`src/rtl/regfile_wport_arbiter.sv`:
```
// regfile_wport_arbiter
// Shares the register-file write port between three writeback sources:
//   wb : pipeline writeback stage, never back-pressured, always wins the port
//   ld : load-return unit, valid/ready handshake
//   md : mul/div unit, valid/ready handshake
// ld and md contend round-robin when wb does not own the port. A request to
// register 0 is a null write: it is accepted immediately, uses no port slot
// and does not affect round-robin or starvation state.
// When ld/md sit blocked behind back-to-back wb writes for STARVE_LIMIT
// cycles, stall_req asks the pipeline to hold its writeback stage until the
// next ld/md grant.
//
// Ports:
//   clock          in   1   system clock, rising edge
//   reset          in   1   asynchronous, active-high reset
//   wb_valid       in   1   pipeline writeback request
//   wb_reg         in   5   pipeline destination register
//   wb_data        in  32   pipeline write data
//   ld_valid       in   1   load-return request
//   ld_ready       out  1   load request accepted this cycle (combinational)
//   ld_reg         in   5   load destination register
//   ld_data        in  32   load write data
//   md_valid       in   1   mul/div request
//   md_ready       out  1   mul/div request accepted this cycle (combinational)
//   md_reg         in   5   mul/div destination register
//   md_data        in  32   mul/div write data
//   stall_req      out  1   registered request to hold the writeback stage
//   rf_write_reg   out  5   register-file write register, 0 = no write
//   rf_write_data  out 32   register-file write data

module regfile_wport_arbiter #(
  parameter int unsigned STARVE_LIMIT = 4
) (
  input  logic        clock,
  input  logic        reset,
  input  logic        wb_valid,
  input  logic [4:0]  wb_reg,
  input  logic [31:0] wb_data,
  input  logic        ld_valid,
  output logic        ld_ready,
  input  logic [4:0]  ld_reg,
  input  logic [31:0] ld_data,
  input  logic        md_valid,
  output logic        md_ready,
  input  logic [4:0]  md_reg,
  input  logic [31:0] md_data,
  output logic        stall_req,
  output logic [4:0]  rf_write_reg,
  output logic [31:0] rf_write_data
);

  localparam int unsigned REG_W  = 5;
  localparam int unsigned DATA_W = 32;
  localparam int unsigned CNT_W  = 4;

  localparam logic [CNT_W-1:0] CNT_LIMIT = CNT_W'(STARVE_LIMIT);

  // Port owner for the current cycle.
  typedef enum logic [1:0] {
    SRC_NONE = 2'd0,
    SRC_WB   = 2'd1,
    SRC_LD   = 2'd2,
    SRC_MD   = 2'd3
  } src_e;

  // Round-robin preference between the two handshaked sources.
  typedef enum logic {
    PTR_LD = 1'b0,
    PTR_MD = 1'b1
  } ptr_e;

  ptr_e              ptr_q,   ptr_d;
  logic [CNT_W-1:0]  cnt_q,   cnt_d;
  logic              stall_d;
  logic [REG_W-1:0]  wreg_d;
  logic [DATA_W-1:0] wdata_d;

  src_e owner;
  logic wb_live;
  logic ld_live;
  logic md_live;
  logic ldmd_grant;
  logic blocked;

  // State and output registers.
  always_ff @(posedge clock or posedge reset) begin
    if (reset) begin
      ptr_q         <= PTR_LD;
      cnt_q         <= '0;
      stall_req     <= 1'b0;
      rf_write_reg  <= '0;
      rf_write_data <= '0;
    end else begin
      ptr_q         <= ptr_d;
      cnt_q         <= cnt_d;
      stall_req     <= stall_d;
      rf_write_reg  <= wreg_d;
      rf_write_data <= wdata_d;
    end
  end

  // Ownership, handshake, round-robin and starvation next-state.
  always_comb begin
    owner      = SRC_NONE;
    ptr_d      = ptr_q;
    cnt_d      = cnt_q;
    stall_d    = stall_req;
    wreg_d     = '0;
    wdata_d    = rf_write_data;
    ld_ready   = 1'b0;
    md_ready   = 1'b0;
    ldmd_grant = 1'b0;
    blocked    = 1'b0;

    // Null writes (register 0) never compete for the port.
    wb_live = wb_valid && (wb_reg != '0);
    ld_live = ld_valid && (ld_reg != '0);
    md_live = md_valid && (md_reg != '0);

    if (wb_live) begin
      owner = SRC_WB;
    end else if (ld_live && md_live) begin
      owner = (ptr_q == PTR_LD) ? SRC_LD : SRC_MD;
    end else if (ld_live) begin
      owner = SRC_LD;
    end else if (md_live) begin
      owner = SRC_MD;
    end

    // Nothing is accepted while reset is held; sources re-present afterwards.
    ld_ready = !reset && ld_valid && (!ld_live || (owner == SRC_LD));
    md_ready = !reset && md_valid && (!md_live || (owner == SRC_MD));

    blocked = (ld_live && (owner != SRC_LD)) || (md_live && (owner != SRC_MD));

    case (owner)
      SRC_WB: begin
        wreg_d  = wb_reg;
        wdata_d = wb_data;
      end
      SRC_LD: begin
        wreg_d     = ld_reg;
        wdata_d    = ld_data;
        ldmd_grant = 1'b1;
        ptr_d      = PTR_MD;
      end
      SRC_MD: begin
        wreg_d     = md_reg;
        wdata_d    = md_data;
        ldmd_grant = 1'b1;
        ptr_d      = PTR_LD;
      end
      default: begin
        wreg_d = '0;
      end
    endcase

    // Starvation only accrues while wb holds the port; any ld/md grant
    // resets it and releases the stall at the same edge.
    if (ldmd_grant) begin
      cnt_d   = '0;
      stall_d = 1'b0;
    end else if (blocked && (owner == SRC_WB)) begin
      if (cnt_q < CNT_LIMIT) begin
        cnt_d = cnt_q + CNT_W'(1);
      end
      if (cnt_d == CNT_LIMIT) begin
        stall_d = 1'b1;
      end
    end
  end

endmodule

```
`config.mk`:
```
export PLATFORM = sky130hd
export DESIGN_NAME = regfile_wport_arbiter
export DESIGN_NICKNAME = d
export VERILOG_FILES = /design/src/rtl/regfile_wport_arbiter.sv
export SDC_FILE = /design/constraint.sdc
export NUM_CORES = 1
export LEC_CHECK = 0
export CORE_UTILIZATION = 30
export CTS_BUF_LIST = sky130_fd_sc_hd__clkbuf_2
export CTS_CLUSTER_SIZE = 14
export DETAILED_ROUTE_END_ITERATION = 7
export GPL_ROUTABILITY_DRIVEN = 0
export PLACE_DENSITY_LB_ADDON = 0.1
export SYNTH_ARGS = -nofsm -noshare
export SYNTH_HDL_FRONTEND = slang
export SYNTH_SLANG_ARGS = --single-unit
```
`constraint.sdc`:
```
create_clock -name clock -period 3.65 [get_ports clock]
set_input_delay 1.095 -clock clock [delete_from_list [all_inputs] [get_ports clock]]
set_output_delay 1.095 -clock clock [all_outputs]
set_load 0.05 [all_outputs]
```
==> flow_metrics.py <==
metrics = {
    "setup_path": {
        "arrival_ns": 2.53,
        "path_class": "primary input to output pin",
        "worst_setup_path_end_kind": "output pin",
        "start_kind": "primary input",
        "r2r_setup_slack_ns": 2.00,
        "path_max_fanout": 2,
        "crit_required_ns": 2.55,
    },
    "synthesis": {
        "yosys_warnings": 0,
        "synth.avg_cell_area_um2": 9.80,
        "synthTopCellsByCount": "o22ai_1 (63), dfrtp_1 (43), a21oi_1 (37), inv_1 (10), clkbuf_1 (8)",
        "yosysTopAreaCellShare_pct": 51.5,
        "post-synth-top-count-cell": "o22ai_1",
        "syn_inst": 213,
        "syn_nets": 330,
        "synth-edff-count": 0,
        "synth_area_leader_cell": "dfrtp_1",
        "ys_ff_latch": 43,
        "synth_ff_type": "dfrtp_1",
        "synth_cell_types": 29,
        "ys_async_sr_fraction_pct": 100,
        "synth.cell_area_mm2": 0.00209,
        "netlist_top_cells_area": "dfrtp_1 (52%), o22ai_1 (19%), a21oi_1 (8.9%)",
        "synth_seq_area_share_pct": 51.5,
    },
    "power": {
        "p_leak_nw": 1.56,
        "p_total_mw": 1.39,
        "max-vdd-ir-drop_uv": 179,
        "power-per-cell-area_mw_per_mm2": 356,
    },
    "sta": {
        "final.setup_skew_ns": 0.0188,
        "post-route-min-period_ns": 3.63,
        "hold_violations": 0,
        "holdWs_ns": 0.553,
        "setup_ws_ns": 0.0216,
        "setup_viol": 0,
        "period_share_pct": 99.4,
        "fmax_ghz": 0.276,
        "report.final.slew_viol_count": 0,
        "tightest_slew_ns": 0.686,
        "slew_headroom_pct": 54.2,
        "rsz0062_at_grt": "no",
    },
    "flow_run": {
        "drv_cap": 0,
    },
    "finish": {
        "fin_nets": 494,
        "final_core_util_pct": 57.8,
        "synthToLayoutAreaGrowth_pct": 86.9,
        "fillers": 616,
        "antennaDiodeCount": 0,
        "seqCellArea_mm2": 0.00108,
        "drive_above_1_share_pct": 12.7,
        "largest_reg_flops": 32,
        "multi_input_area_um2": 923,
        "final_cell_area_mm2": 0.00390,
    },
    "floorplanning": {
        "die_h_um": 85.4,
        "dieArea_mm2": 0.00730,
        "die_w_um": 85.4,
        "ioPinCount": 156,
        "num_rows": 30,
        "start_util_pct": 30.9,
        "core_area_mm2": 0.00676,
    },
    "drt": {
        "initialDrtViolationCount": 116,
        "drc": 0,
        "wl_per_cell_um": 16.1,
        "vias": 2437,
        "drtAntennaViolNets": 0,
        "via_per_inst": 5.33,
        "drtPass1Iterations": 6,
        "routed_wl_um": 7360,
    },
    "grt": {
        "groute.usage.overall_pct": 19.7,
        "grt.overflow.total": 0,
        "antenna_found_initial": 0,
        "grt_max_degree": 71,
        "grt_pass1_vias": 2258,
        "grt_pass1_wl_um": 11300,
    },
    "clock_network": {
        "numCtsBuffers": 5,
        "clockRootBuffer": "clkbuf_2",
        "clkTransAtPathRegs_ns": 0.20,
        "max-clock-path-buffers": 2,
        "h-tree-depth": 2,
        "cts_tree": "built",
        "clkLatencyLatePin_ns": 0.40,
        "cts.sink_count": 43,
    },
    "place": {
        "pre_cts_ws_ns": -0.356,
        "place_area_mm2": 0.00385,
        "portBuffers": 155,
        "post-dp-hpwl_um": 5510,
    },
    "status": {
        "status": "finished, final reports clean",
    },
    "worst_hold_path": {
        "min_path_type": "flip-flop to flip-flop",
    },
}
placed cells by master, fill, tap and decap left out, drive strengths merged:
cell,instances
nor3,2
clkbuf,5
o31ai,2
nand2,7
a222oi,5
clkinvlp,1
nor4,1
a21boi,1
o21bai,1
buf,28
o22ai,63
o211a,2
or4,3
o221a,1
clkdlybuf4s15,2
o21a,1
nor2,5
or2,1
o2bb2ai,1
dlymetal6s2s,1
a21oi,37
clkinv,2
o2111a,1
dlygate4sd2,3
dfrtp,43
ha,1
a32o,1
inv,9
clkdlybuf4s50,141
nand3,1
o21ai,5
routing by layer:
metal / vias to the layer above / share of wire (%) / GRT usage, %
li1: 1165 / - / -
met1: 1149 / 42 / 24.2
met4: 0 / 1.3 / 5.00
met3: 10 / 8.6 / 6.52
met2: 113 / 48 / 33.2
met5: - / 0 / 0
stage by stage:
stage          std cells  setup TNS [ns]
2_1_floorplan        213               0
4_1_cts              456               0
3_5_place_dp         447           -1.71
5_1_grt              457               0
3_3_place_gp         447           -1.02
6_report             457               0
area by class of cell:
type,instances,share of cell area (%)
timing repair buffer,175,44.3
sequential,43,27.6
multi-input combinational,142,23.7
tap,80,2.56
inverter,10,1.06
clock buffer,5,0.641
clock inverter,2,0.224
worst max-delay path, stage by stage:
cell and delay, ns:
buf_2 0.11, or4_4 0.55, o21a_1 0.22, nor3_2 0.21, o211a_2 0.22, buf_12 0.14
path summary, 6_finish.rpt:
path / cells after the start / start / endpoint
max: 6 / wb_reg[1] / ld_ready
min: 2 / rf_write_data[18] / rf_write_data[18]
max reg2reg: 8 / ptr_q / rf_write_reg[2]
min reg2reg: 2 / rf_write_data[18] / rf_write_data[18]
max in group asynchronous: 3 / reset / cnt_q[2]
min in group asynchronous: 2 / reset / rf_write_reg[2]
power breakdown:
group          switching, mW  total, mW  internal [mW]
Sequential            0.0350      0.569          0.534
Combinational          0.345      0.627          0.283
Clock                  0.152      0.193         0.0407
Total                  0.532       1.39          0.857
cell families after synthesis:
logic type | share of synthesized area [%]
compound gates | 37.1
fa+ha+maj | 0.599
buf+inv | 5.99
flops | 51.5
simple gates | 4.73
what timing repair did:
item	4_1_cts	5_1_grt
setup buffers	2	1
hold buffers	0	0
pin swaps	10	5
endpoints found under the setup margin	2	2
resized for setup	35	2
(Power assumes the default switching activity.)
